<file path="src/rtl/i2c_target_regs.sv">
// rtl/i2c_target_regs.sv - I2C target bridging bus writes/reads onto a simple register port
// Optional 3-sample majority glitch filter on the synchronized lines: I2C_TGT_GLITCH_FILTER_EN
module i2c_target_regs #(
  parameter logic [6:0] DEV_ADDR    = 7'h3C,
  parameter int         SYNC_STAGES = 2
) (
  input  logic       clk,
  input  logic       reset_n,
  input  logic       scl_in,
  input  logic       sda_in,
  output logic       sda_oe,
  output logic [7:0] reg_addr,
  output logic [7:0] reg_wdata,
  output logic       reg_we,
  input  logic [7:0] reg_rdata,
  output logic       busy
);

  localparam logic [3:0] S_IDLE      = 4'd0;
  localparam logic [3:0] S_ADDR      = 4'd1;
  localparam logic [3:0] S_ADDR_ACK  = 4'd2;
  localparam logic [3:0] S_PTR       = 4'd3;
  localparam logic [3:0] S_PTR_ACK   = 4'd4;
  localparam logic [3:0] S_WDATA     = 4'd5;
  localparam logic [3:0] S_WDATA_ACK = 4'd6;
  localparam logic [3:0] S_RDATA     = 4'd7;
  localparam logic [3:0] S_RDATA_ACK = 4'd8;

  logic [SYNC_STAGES-1:0] scl_sync, sda_sync;
  logic scl_s, sda_s, scl_f, sda_f, scl_q, sda_q;
  logic scl_rise, scl_fall, start, stop;

  always_ff @(posedge clk) begin
    if (!reset_n) begin
      scl_sync <= '1;
      sda_sync <= '1;
    end else begin
      scl_sync <= {scl_sync[SYNC_STAGES-2:0], scl_in};
      sda_sync <= {sda_sync[SYNC_STAGES-2:0], sda_in};
    end
  end

  assign scl_s = scl_sync[SYNC_STAGES-1];
  assign sda_s = sda_sync[SYNC_STAGES-1];

`ifdef I2C_TGT_GLITCH_FILTER_EN
  logic [2:0] scl_hist, sda_hist;

  function automatic logic maj3(input logic [2:0] v);
    return (v[0] & v[1]) | (v[1] & v[2]) | (v[0] & v[2]);
  endfunction

  always_ff @(posedge clk) begin
    if (!reset_n) begin
      scl_hist <= '1;
      sda_hist <= '1;
    end else begin
      scl_hist <= {scl_hist[1:0], scl_s};
      sda_hist <= {sda_hist[1:0], sda_s};
    end
  end

  assign scl_f = maj3(scl_hist);
  assign sda_f = maj3(sda_hist);
`else
  assign scl_f = scl_s;
  assign sda_f = sda_s;
`endif

  always_ff @(posedge clk) begin
    if (!reset_n) begin
      scl_q <= 1'b1;
      sda_q <= 1'b1;
    end else begin
      scl_q <= scl_f;
      sda_q <= sda_f;
    end
  end

  assign scl_rise = scl_f & ~scl_q;
  assign scl_fall = ~scl_f & scl_q;
  assign start    = scl_f & scl_q & sda_q & ~sda_f;
  assign stop     = scl_f & scl_q & ~sda_q & sda_f;

  logic [3:0] state;
  logic [3:0] cnt;
  logic [6:0] shift;
  logic       ack_phase;
  logic       rw;
  logic       byte_done;
  logic [7:0] byte_val;

  assign byte_done = scl_rise && (cnt == 4'd7);
  assign byte_val  = {shift, sda_f};

  // ack_phase: 0 = waiting for the fall that starts our ACK, 1 = ACK on the bus.
  // In RDATA_ACK it instead marks that the master ACKed and the next byte is due.
  always_ff @(posedge clk) begin
    if (!reset_n) begin
      state     <= S_IDLE;
      sda_oe    <= 1'b0;
      reg_addr  <= 8'h00;
      reg_wdata <= 8'h00;
      reg_we    <= 1'b0;
      busy      <= 1'b0;
      cnt       <= 4'd0;
      shift     <= 7'd0;
      ack_phase <= 1'b0;
      rw        <= 1'b0;
    end else begin
      reg_we <= 1'b0;
      if (start) begin
        state     <= S_ADDR;
        cnt       <= 4'd0;
        sda_oe    <= 1'b0;
        ack_phase <= 1'b0;
        busy      <= 1'b1;
      end else if (stop) begin
        state  <= S_IDLE;
        sda_oe <= 1'b0;
        busy   <= 1'b0;
      end else begin
        case (state)
          S_ADDR, S_PTR, S_WDATA: begin
            if (scl_rise) begin
              shift <= {shift[5:0], sda_f};
              cnt   <= cnt + 4'd1;
            end
            if (byte_done) begin
              ack_phase <= 1'b0;
              if (state == S_ADDR) begin
                if (shift == DEV_ADDR) begin
                  state <= S_ADDR_ACK;
                  rw    <= sda_f;
                end else begin
                  state <= S_IDLE;
                end
              end else if (state == S_PTR) begin
                reg_addr <= byte_val;
                state    <= S_PTR_ACK;
              end else begin
                reg_wdata <= byte_val;
                reg_we    <= 1'b1;
                state     <= S_WDATA_ACK;
              end
            end
          end
          S_ADDR_ACK, S_PTR_ACK, S_WDATA_ACK: begin
            if (scl_fall) begin
              if (!ack_phase) begin
                sda_oe    <= 1'b1;
                ack_phase <= 1'b1;
              end else begin
                ack_phase <= 1'b0;
                cnt       <= 4'd0;
                if (state == S_ADDR_ACK && rw) begin
                  shift  <= reg_rdata[6:0];
                  sda_oe <= ~reg_rdata[7];
                  state  <= S_RDATA;
                end else begin
                  sda_oe <= 1'b0;
                  if (state == S_WDATA_ACK) reg_addr <= reg_addr + 8'd1;
                  state <= (state == S_ADDR_ACK) ? S_PTR : S_WDATA;
                end
              end
            end
          end
          S_RDATA: begin
            if (scl_rise) begin
              cnt <= cnt + 4'd1;
            end else if (scl_fall) begin
              if (cnt == 4'd8) begin
                sda_oe    <= 1'b0;
                ack_phase <= 1'b0;
                state     <= S_RDATA_ACK;
              end else begin
                sda_oe <= ~shift[6];
                shift  <= {shift[5:0], 1'b0};
              end
            end
          end
          S_RDATA_ACK: begin
            if (scl_rise) begin
              if (!sda_f) begin
                reg_addr  <= reg_addr + 8'd1;
                ack_phase <= 1'b1;
              end else begin
                state <= S_IDLE;
              end
            end else if (scl_fall && ack_phase) begin
              shift     <= reg_rdata[6:0];
              sda_oe    <= ~reg_rdata[7];
              cnt       <= 4'd0;
              ack_phase <= 1'b0;
              state     <= S_RDATA;
            end
          end
          default: ;
        endcase
      end
    end
  end

endmodule

</file>
<file path="config.mk">
export PLATFORM = sky130hd
export DESIGN_NAME = i2c_target_regs
export DESIGN_NICKNAME = d
export VERILOG_FILES = /design/src/rtl/i2c_target_regs.sv
export SDC_FILE = /design/constraint.sdc
export NUM_CORES = 1
export LEC_CHECK = 0
export ABC_AREA = 0
export CAP_MARGIN = 30
export CORE_ASPECT_RATIO = 0.9
export CORE_MARGIN = 10
export CORE_UTILIZATION = 40
export DETAILED_ROUTE_END_ITERATION = 6
export GPL_ROUTABILITY_DRIVEN = 1
export GPL_TIMING_DRIVEN = 0
export SYNTH_ARGS = -nofsm -noshare
export SYNTH_HDL_FRONTEND = slang
export SYNTH_SLANG_ARGS = --single-unit
</file>
<file path="constraint.sdc">
create_clock -name clk -period 2.6 [get_ports clk]
set_input_delay 0.52 -clock clk [delete_from_list [all_inputs] [get_ports clk]]
set_output_delay 0.52 -clock clk [all_outputs]
set_load 0.03 [all_outputs]
</file>
Word level (Yosys, flattened, before mapping). Cells that the tools add are included.

Register bits: 42. Logic and storage cells: 166. Output and inout port bits: 19.

Eq/ne operators: 40. $add $sub $neg: 2. Bitwise logic cells: 20. Multiplexer cells: 65. Reduce and logical (&&, ||, !) cells: 24.

Operators by type and width (number): $mux 8 (9); $mux 7 (9); $mux 4 (15); $ne 2x2->1 const B (17); $pmux 7 s4 (1); $reduce_and 9->1 (3); $ne 4x4->1 const B (6); $pmux 8 s3 (1); $reduce_and 12->1 (2); $mux 1 (22); $eq 4x3->1 const B (5); $reduce_and 6->1 (3); $pmux 4 s4 (1); $not 1->1 (13); $pmux 4 s3 (1); $ne 5x5->1 const B (2); $ne 3x3->1 const B (3); $reduce_bool 3->1 (3); $reduce_or 3->1 (3); $add 8x1->8 const B (1); $eq 4x2->1 const B (2); $eq 4x4->1 const B (2); $and 1x1->1 (7); $eq 7x6->1 const B (1); other kinds (15) (19).

Depth between registers and ports, before layout. Gate-level depths: netlist of run 1.

Depth after elaboration: 8. Mapped depth: 8.

Worst setup path before layout of run 1. Ideal clock, no wire load.

Path type: register -> register. From: register state[1]. To: register shift[0]. Setup slack: 0.709 ns. Arrival time: 1.776 ns. Setup time: 0.115 ns. Cell stages (with the launch flop): 9. Path buffers: 3. Data required time: 2.485 ns. Cells stage by stage: dfxtp_1 > buf_6 > or4b_1 > buf_2 > nor3_2 > o32ai_2 > buf_6 > o21a_1 > o21a_1.

Word-level cells in the longest chain between the ends: 4. Elaborated cells between the ends (all ways): 23. Those cells by class: eq/ne: 17; mux: 1; reduce/logical: 5.

RTL lines: from (decl) (line 85) `logic [3:0] state;`; from (signal assigned) (line 163) `state <= (state == S_ADDR_ACK) ? S_PTR : S_WDATA;`; $eq 4x2->1 (tied with other cells) (line 123, 156); $reduce_or 3->1 / $logic_and 1x1->1 (equally long branches) (line 123, 156); $ne 2x2->1 (no source line) / $reduce_bool 4->1 (equally long branches); $reduce_and 12->1 (no source line); to (signal assigned) (line 126) `shift <= {shift[5:0], sda_f};`; to (signal assigned) (line 157) `shift <= reg_rdata[6:0];`; to (signal assigned) (line 178) `shift <= {shift[5:0], 1'b0};`; to (decl) (line 87) `logic [6:0] shift;`.

Parallel ways exist; a longest one is shown, timed or not. A chain may end at the register's enable or synchronous reset.

Worst setup path after layout of run 1.
From: register state[0]. To: register reg_addr[6].

Word-level cells in the longest chain between the ends: 4. Elaborated cells between the ends (all ways): 22. Those cells by class: eq/ne: 16; mux: 1; reduce/logical: 5.

RTL lines: $eq 4x2->1 (tied with other cells) (line 123, 156); $reduce_or 3->1 / $logic_and 1x1->1 (equally long branches) (line 123, 156); $ne 2x2->1 (no source line) / $reduce_bool 3->1 (equally long branches); $reduce_and 12->1 (no source line); to (signal assigned) (line 139) `reg_addr <= byte_val;`; to (signal assigned) (line 162) `if (state == S_WDATA_ACK) reg_addr <= reg_addr + 8'd1;`; to (signal assigned) (line 185) `reg_addr <= reg_addr + 8'd1;`; to (decl) (line 12) `output logic [7:0] reg_addr,`.

Parallel ways exist; a longest one is shown, timed or not.

==> results of run 1 <==
## power groups by stage
stage                     sequential [mW]  clock (mW)  combinational [mW]
after floorplan                     0.675           0              0.0867
after global placement              0.672           0               0.142
after detailed placement            0.672           0               0.142
after CTS                           0.657       0.461               0.143
after global routing                0.658       0.491               0.159
final                               0.657       0.443               0.145
## Yosys cell counts (all sizes together), types with 2 or more instances
| master | number | share of area [%] |
|---|---|---|
| nor3b | 2 | 0.60 |
| o31a | 2 | 0.71 |
| a311oi | 2 | 0.71 |
| nor4 | 2 | 0.50 |
| o31ai | 3 | 0.91 |
| o21ai | 21 | 4.2 |
| buf | 12 | 2.9 |
| o21a | 3 | 0.91 |
| and2 | 5 | 1.3 |
| nand3b | 3 | 0.91 |
| or3b | 3 | 1.1 |
| o22ai | 2 | 0.50 |
| nor4b | 2 | 0.96 |
| nand4b | 2 | 0.71 |
| nand3 | 10 | 2.0 |
| nand2 | 29 | 4.4 |
| clkbuf | 11 | 1.7 |
| o211ai | 4 | 1.2 |
| o32ai | 3 | 1.4 |
| or3 | 2 | 0.50 |
| nand4 | 2 | 0.50 |
| nor2b | 6 | 1.5 |
| nand2b | 13 | 3.3 |
| o21bai | 3 | 0.91 |
| a211oi | 2 | 0.60 |
| a211o | 8 | 2.8 |
| inv | 8 | 1.2 |
| nor2 | 26 | 3.9 |
| mux2i | 16 | 6.5 |
| a21oi | 27 | 5.4 |
| dfxtp | 42 | 34 |
| ha | 3 | 1.5 |
| nor3 | 7 | 1.6 |
| a21o | 2 | 0.60 |
| a31oi | 3 | 0.76 |
| o221ai | 2 | 0.71 |
## sequential cells by signal, indices dropped and copies added (netlist names)
register / count
ack_phase: 1
busy: 1
cnt: 4
reg_addr: 8
reg_wdata: 8
reg_we: 1
rw: 1
scl_q: 1
scl_sync: 2
sda_oe: 1
sda_q: 1
sda_sync: 2
shift: 7
state: 4
## routing by layer
layer | vias to the layer above | global-route usage (%) | part of all wire [%]
li1 | 1211 | - | -
met1 | 1126 | 23.2 | 50
met2 | 98 | 20.6 | 40
met3 | 13 | 5.11 | 8.3
met4 | 0 | 5.21 | 1.5
met5 | - | 0 | 0
## stage by stage
| step | utilization [%] | area [sq um] | hold WS, ps | power (mW) |
|---|---|---|---|---|
| after floorplan | - | 2480 | 386 | 0.761 |
| after global placement | 47.2 | 2870 | 388 | 0.813 |
| after detailed placement | 47.2 | 2870 | 393 | 0.814 |
| after CTS | 48.6 | 2960 | 414 | 1.26 |
| after global routing | 48.6 | 2960 | 445 | 1.31 |
| final | 48.6 | 2960 | 410 | 1.24 |
## layout make-up
cell class	instances	area (sq um)
inverter	8	30.0
fill	643	3120
multi-input combinational	237	1500
clock buffer	6	72.6
sequential	42	841
buffer	23	114
clock inverter	2	13.8
tap	72	90.1
timing repair buffer	30	300
## worst max-delay path, stage by stage (launching register included)
cell       delay (ps)
dfxtp_1           480
clkbuf_1          390
nand4b_1          170
o22ai_1           100
o2111ai_1         550
buf_2             330
o211ai_1          120
o31ai_1           100
## kinds of logic (layout without fill, tap and decap cells)
kind of cell             after synthesis  count (layout)  share of synthesized area, %
multiplexers                          16              16                          6.45
adder cells (fa/ha/maj)                3               3                          1.51
buffers and inverters                 31              69                          5.80
AND/OR/NAND/NOR                      118             118                          25.2
XOR/XNOR                               1               1                         0.353
flip-flops                            42              42                          33.9
AO/OA/AOI/OAI                         99              99                          26.8
## path summary, 6_finish.rpt
kind | startpoint | to | slack, ps | cells past startpoint
hold / removal | scl_sync[0] | scl_sync[1] | 410 | 1
hold reg to reg | scl_sync[0] | scl_sync[1] | 410 | 1
setup / recovery | state[0] | reg_addr[6] | 270 | 7
setup reg to reg | state[0] | reg_addr[6] | 270 | 7
## cell usage in the layout, fill, tap and decap left out, types with 7 or more instances in the layout
cell	synthesis	final
nand2b_1	13	13
inv_1	8	8
dfxtp_1	42	42
mux2i_1	16	16
nor2_1	26	26
nand2_1	29	29
clkdlybuf4s50_1	0	30
a211o_1	8	8
o21ai_0	20	20
clkbuf_1	11	12
nand3_1	10	10
buf_2	7	7
a21oi_1	27	27
==> results_dict.tcl, run 1 <==
set metrics [dict create \
    vias 2448 \
    worstSetupPathType "flip-flop to flip-flop" \
    grt_antenna_before_repair 0 \
    grt_pass1_wl_mm 12.2 \
    drtAntennaViolNets 0 \
    drt_iter0_markers 224 \
    grt_pass1_vias 2287 \
    path_max_fanout 10 \
    wl_per_cell_microns 17.6 \
    rows 27 \
    timing.final.ws_setup_ps 268 \
    clockBufferDepth 2 \
    power_switching_share_pct 27.9 \
    io_buffers 30 \
    grt_overflow_total 0 \
    power_frac_seq_pct 52.8 \
    holdBufCountCts 0 \
    area_delta_synth_final_pct 19.2 \
    synth_cell_type_count 60 \
    clk_latency_ps 310 \
    setup_viol 0 \
    slew_violations 0 \
    rsz0062_at_grt "no" \
    synth_seq_area_share_pct 33.9 \
    fmax_mhz 429 \
    pwr-share-comb_pct 11.6 \
    finalWirelength_mm 7.38 \
    syn-instance-count 310 \
    hold_class "flip-flop to flip-flop" \
    cp-end-kind "flip-flop" \
    cts_tree "yes" \
    yosysWarnings 0 \
    grt_usage_pct 15.7 \
    gp_congestion 0.968 \
    pwr-share-clk_pct 35.6 \
    dieArea_sq_mm 0.00976 \
    synth_edf_count 0 \
    ioPinCount 31 \
    layout.nets 362 \
    finalSetupTns_ps 0 \
    start_kind "flip-flop" \
    synth_area_per_cell_sq_um 8.00 \
    stdcell_count 420 \
    period_minus_slack_ps 2330 \
    leakagePower_nw 0.955 \
    cts.sinks 42 \
    dp_hpwl_mm 5.33 \
    hold_viol 0 \
    period_share_pct 89.7 \
    drc 0 \
    cts_buffers 5 \
    fp.dieH_microns 94.7 \
    p_sw_uw 347 \
    htree_levels 2 \
    skew_ps 11.5 \
    cts.repair.resized 0 \
    clk_pin_slew_ps 90 \
    synth-seq-cells 42 \
    core_sq_mm 0.00608 \
    ir_worst_vdd_v 0.000264 \
    via_per_inst 5.83 \
    power_density_mw_per_mm2 421 \
    synth_nets 325 \
    placedCellCount 412 \
    postCtsSetupRepairBufs 0 \
    synth_area_sq_mm 0.00248 \
    max_slew_margin_pct 48.3 \
    drv_cap 0 \
    die_x_microns 103 \
    grt_max_degree 14 \
    worstMarginPinSlew_ps 774 \
    required_ps 2820 \
    intPower_uw 897 \
    layout-drive-gt1-share_pct 7.18 \
    arrival_ps 2550 \
    status "completed" \
    initial_utilization_pct 40.8 \
    dr.pass1.iters 5 \
    ys.flop_type "dfxtp_1" \
    clockRootBuffer "clkbuf_8" \
    ys_async_sr_fraction_pct 0 \
    post-place-ws_ps 307 \
    n_antenna_cell 0 \
]
Note: power is estimated with default switching activity, not from simulation.
==> run 2: changes to the inputs <==
--- a/config.mk
+++ b/config.mk
@@ -11,7 +11,7 @@
 export CORE_MARGIN = 10
 export CORE_UTILIZATION = 40
 export DETAILED_ROUTE_END_ITERATION = 6
-export GPL_ROUTABILITY_DRIVEN = 1
+export GPL_ROUTABILITY_DRIVEN = 0
 export GPL_TIMING_DRIVEN = 0
 export SYNTH_ARGS = -nofsm -noshare
 export SYNTH_HDL_FRONTEND = slang
==> run 2 against run 1 <==
Net effect:
- worst hold slack about the same
- final cell count stayed put
- via count increased by 0.90%
- clock skew decreased by 1.8 ps
- sequential power hardly changed
- sequential share of layout area did not move
- die area did not move
- combinational power about the same
- sequential cell count unchanged
- core utilization is the same
- fmax shrank 0.91%
- critical path type unchanged
- largest cell class unchanged
- highest routed layer unchanged
==> results_dict.tcl, run 2 (synthesis gave the netlist of run 1 again) <==
set metrics [dict create \
    status "completed" \
    final_cell_mix "dfxtp_1, clkdlybuf4s50_1, nand2_1" \
    wl_per_cell_microns 17.2 \
    fp.dieH_microns 94.7 \
    cts.repair.resized 0 \
    crit_top_cell "buf_2" \
    period_share_pct 90.5 \
    cts_tree "yes" \
    max_slew_margin_pct 44.9 \
    grt_pass1_wl_mm 11.8 \
    setup_viol 0 \
    finalSetupTns_ps 0 \
    worstSetupPathType "flip-flop to flip-flop" \
    die_x_microns 103 \
    finalWirelength_mm 7.23 \
    drt_iter0_markers 314 \
    worstRegToRegCells 7 \
    reg.largest.list "reg_addr (8), reg_wdata (8), shift (7)" \
    clockBufferDepth 2 \
    skew_ps 9.73 \
    io_buffers 30 \
    path_cells "buf_2 -> nor4b_2 -> a2bb2oi_1 -> o2111ai_1 -> buf_2 -> o211ai_1 -> o31ai_1" \
    worstMarginPinSlew_ps 825 \
    worstReg2RegStart "state[2]" \
    drv_cap 0 \
    stdcell_count 420 \
    drtAntennaViolNets 0 \
    vias 2470 \
    dieArea_sq_mm 0.00976 \
    slew_violations 0 \
    required_ps 2820 \
    cts.sinks 42 \
    clk_latency_ps 300 \
    htree_levels 2 \
    hold_end "sda_sync[1]" \
    rsz0062_at_grt "no" \
    cp-end-kind "flip-flop" \
    ir_worst_vdd_v 0.000261 \
    cp_slowest_stage_delay_ps 740 \
    fillers 628 \
    grt_usage_pct 15.1 \
    grt_overflow_total 0 \
    grt_antenna_before_repair 0 \
    layout.nets 362 \
    dr.pass1.iters 5 \
    cts_buffers 5 \
    layout-drive-gt1-share_pct 7.18 \
    utilization_pct 48.6 \
    via_per_inst 5.88 \
    final_common_cell "dfxtp_1" \
    post_dp_cell_area_sq_mm 0.00287 \
    leakagePower_nw 0.955 \
    period_minus_slack_ps 2350 \
    fmax_mhz 425 \
    placedCellCount 412 \
    power_density_mw_per_mm2 420 \
    reg2reg_slack_ps 250 \
    holdBufCountCts 0 \
    rows 27 \
    clk_pin_slew_ps 90 \
    cp_num_buf_inv 2 \
    hold_class "flip-flop to flip-flop" \
    hold_path_depth 1 \
    final_cell_area_sq_mm 0.00296 \
    start_kind "flip-flop" \
    critical-path-top-delay-family "simple AND/OR/NAND/NOR gates" \
    arrival_ps 2580 \
    clockRootBuffer "clkbuf_8" \
    area_delta_synth_final_pct 19.2 \
    worstHoldStart "sda_sync[0]" \
    initial_utilization_pct 40.8 \
    drc 0 \
    ioPinCount 31 \
    grt_max_degree 14 \
    grt_pass1_vias 2279 \
    core_sq_mm 0.00608 \
    postCtsSetupRepairBufs 0 \
    reg2reg_to "reg_addr[7]" \
    hold_viol 0 \
    n_antenna_cell 0 \
    cp_slowest_cell "nor4b_2" \
    dp_hpwl_mm 5.20 \
    path_max_fanout 10 \
]
## run 2: cell counts in the layout (fill, tap and decap cells not counted)
Identical to the previous run, type by type.
## run 2: power breakdown
part	total (mW)	switching, mW	leakage [nW]	internal, mW
Combinational	0.144	0.0877	0.570	0.0564
Clock	0.443	0.252	0.0452	0.190
Sequential	0.656	0.00614	0.340	0.650
## run 2: worst max-delay path by stage
stage | start | endpoint | slack [ps] | depth (start not counted)
final | state[2] | reg_addr[7] | 250 | 7
after global routing | state[2] | reg_addr[7] | 120 | 7
after CTS | state[2] | reg_addr[7] | 310 | 7
after detailed placement | state[2] | reg_addr[7] | 340 | 7
after global placement | state[2] | reg_addr[7] | 290 | 7
after floorplan | state[1] | shift[0] | 710 | 8
## run 2: metrics by stage
stage | hold slack [ps] | power, mW | setup WS, ps
floorplan | 386 | 0.761 | 709
global placement | 393 | 0.813 | 295
detailed placement | 395 | 0.814 | 343
CTS | 417 | 1.25 | 312
global route | 451 | 1.29 | 121
finish | 411 | 1.24 | 247
## run 2: routing by layer
layer / up-vias / wire length, microns / global-route usage [%]
met2: 138 / 2950 / 20.1
met4: 0 / 119 / 5.67
met5: - / 0 / 0
met3: 13 / 847 / 4.89
met1: 1115 / 3320 / 21.9
li1: 1204 / - / -
## run 2: area by class of cell
class,count,area [sq um],area share (%)
Clock inverter,2,13.8,0.465
Inverter,8,30.0,1.02
Buffer,23,114,3.85
Multi-Input combinational cell,237,1500,50.6
Tap cell,72,90.1,3.05
Timing Repair Buffer,30,300,10.2
Sequential cell,42,841,28.4
Clock buffer,6,72.6,2.45
==> run 3: changes to the inputs <==
--- a/config.mk
+++ b/config.mk
@@ -13,6 +13,7 @@
 export DETAILED_ROUTE_END_ITERATION = 6
 export GPL_ROUTABILITY_DRIVEN = 0
 export GPL_TIMING_DRIVEN = 0
+export SETUP_SLACK_MARGIN = 0.3
 export SYNTH_ARGS = -nofsm -noshare
 export SYNTH_HDL_FRONTEND = slang
 export SYNTH_SLANG_ARGS = --single-unit
==> run 3 against run 2 <==
Net effect:
- setup slack better by 200 ps
- sequential cell count stayed put
- via count is 1.8% higher
- critical path depth is 1 higher
- routed wire length is 1.6% higher
- non-clock buffer count is 2 higher
- fmax is 9.0% higher
- register-to-register slack better by 200 ps
- design area is 1.2% higher
- worst hold slack hardly changed
- die area stayed put
==> results_dict.tcl, run 3 (synthesis gave the netlist of run 1 again) <==
set metrics [dict create \
    status "completed" \
    htree_levels 2 \
    dieArea_sq_mm 0.00976 \
    cp-end-kind "flip-flop" \
    layout.nets 364 \
    start_kind "flip-flop" \
    leakagePower_nw 0.973 \
    cts_tree "yes" \
    placedCellCount 412 \
    period_minus_slack_ps 2160 \
    clockBufferDepth 2 \
    clk_latency_ps 310 \
    drtAntennaViolNets 0 \
    slew_violations 0 \
    path_max_fanout 10 \
    final_cell_mix "dfxtp_1, clkdlybuf4s50_1, nand2_1" \
    cts.sinks 42 \
    grt_max_degree 14 \
    rsz0062_at_grt "no" \
    fmax_mhz 463 \
    ir_worst_vdd_v 0.000260 \
    grt_overflow_total 0 \
    timing.final.ws_setup_ps 442 \
    max_slew_margin_pct 52.8 \
    finalSetupTns_ps 0 \
    required_ps 2840 \
    rows 27 \
    cp-startpoint "state[1]" \
    post-place-ws_ps 343 \
    worstMarginPinSlew_ps 701 \
    stdcell_count 422 \
    core_sq_mm 0.00608 \
    clk_pin_slew_ps 90 \
    worstSetupPathType "flip-flop to flip-flop" \
    power_mw 1.25 \
    grt_antenna_before_repair 0 \
    die_x_microns 103 \
    dr.pass1.iters 5 \
    via_per_inst 5.96 \
    drv_cap 0 \
    wl_per_cell_microns 17.4 \
    initial_utilization_pct 40.8 \
    ioPinCount 31 \
    power_density_mw_per_mm2 418 \
    clockRootBuffer "clkbuf_8" \
    worstReg2RegStart "state[1]" \
    seq_area_sq_um 841 \
    grt_pass1_wl_mm 11.8 \
    hold_viol 0 \
    drc 0 \
    dp_hpwl_mm 5.20 \
    n_antenna_cell 0 \
    io_buffers 30 \
    final_common_cell "dfxtp_1" \
    multi_input_area_sq_mm 0.00151 \
    fp.dieH_microns 94.7 \
    worstHoldStart "sda_sync[0]" \
    hold_class "flip-flop to flip-flop" \
    layout-drive-gt1-share_pct 8.86 \
    drt_iter0_markers 297 \
    fillers 631 \
    grt_usage_pct 15.1 \
    finalWirelength_mm 7.35 \
    skew_ps 11.7 \
    reg.largest.list "reg_addr (8), reg_wdata (8), shift (7)" \
    period_share_pct 83.0 \
    grt_pass1_vias 2279 \
    setup_viol 0 \
    vias 2515 \
    cts_buffers 5 \
    arrival_ps 2400 \
    holdBufCountCts 0 \
    area_delta_synth_final_pct 20.6 \
]
-- run 3: cell count changes in the layout (fill, tap and decap cells not counted), sizes merged --
| cell | delta |
|---|---|
| buf | +2 |
-- run 3: path summary, 6_finish.rpt --
| path | to | slack, ps | cells past startpoint |
|---|---|---|---|
| min reg2reg | sda_sync[1] | 410 | 1 |
| max reg2reg | shift[5] | 440 | 8 |
| max | shift[5] | 440 | 8 |
| min | sda_sync[1] | 410 | 1 |
-- run 3: metal layers --
layer / vias up / share of wire, % / track usage, %
met5: - / 0 / 0
met4: 0 / 2.3 / 5.67
met3: 19 / 10 / 4.89
met2: 124 / 40 / 20.1
met1: 1158 / 47 / 21.9
li1: 1214 / - / -
-- run 3: where the power goes --
part           internal (mW)  switching (mW)  leakage [nW]
sequential             0.650         0.00634         0.340
combinational         0.0585          0.0888         0.589
clock                  0.190           0.255        0.0452
total                  0.899           0.351         0.973
-- run 3: stage by stage --
| step | area (sq um) | hold WS (ps) | utilization (%) |
|---|---|---|---|
| global route | 2990 | 451 | 49.2 |
| global placement | 2870 | 393 | 47.2 |
| CTS | 2960 | 417 | 48.6 |
| finish | 2990 | 411 | 49.2 |
| floorplan | 2480 | 386 | - |
| detailed placement | 2870 | 395 | 47.2 |
-- run 3: layout make-up --
| cell class | instances | share of cell area [%] |
|---|---|---|
| multi-input combinational | 237 | 50.6 |
| sequential | 42 | 28.1 |
| timing repair buffer | 32 | 10.5 |
| buffer | 23 | 3.89 |
| tap | 72 | 3.01 |
| clock buffer | 6 | 2.42 |
| inverter | 8 | 1.00 |
| clock inverter | 2 | 0.460 |
-- run 3: repair_timing --
item	in CTS	in global routing
setup endpoints to repair	0	14
resized for setup	0	7
setup buffers	0	2
-- run 3: critical path, cell delays in order, from the launching register on --
cell	delay, ps
dfxtp_1	320
buf_6	130
clkbuf_1	210
or2_2	400
a21oi_1	170
buf_2	260
nand2_1	150
a211o_1	310
a21oi_1	140
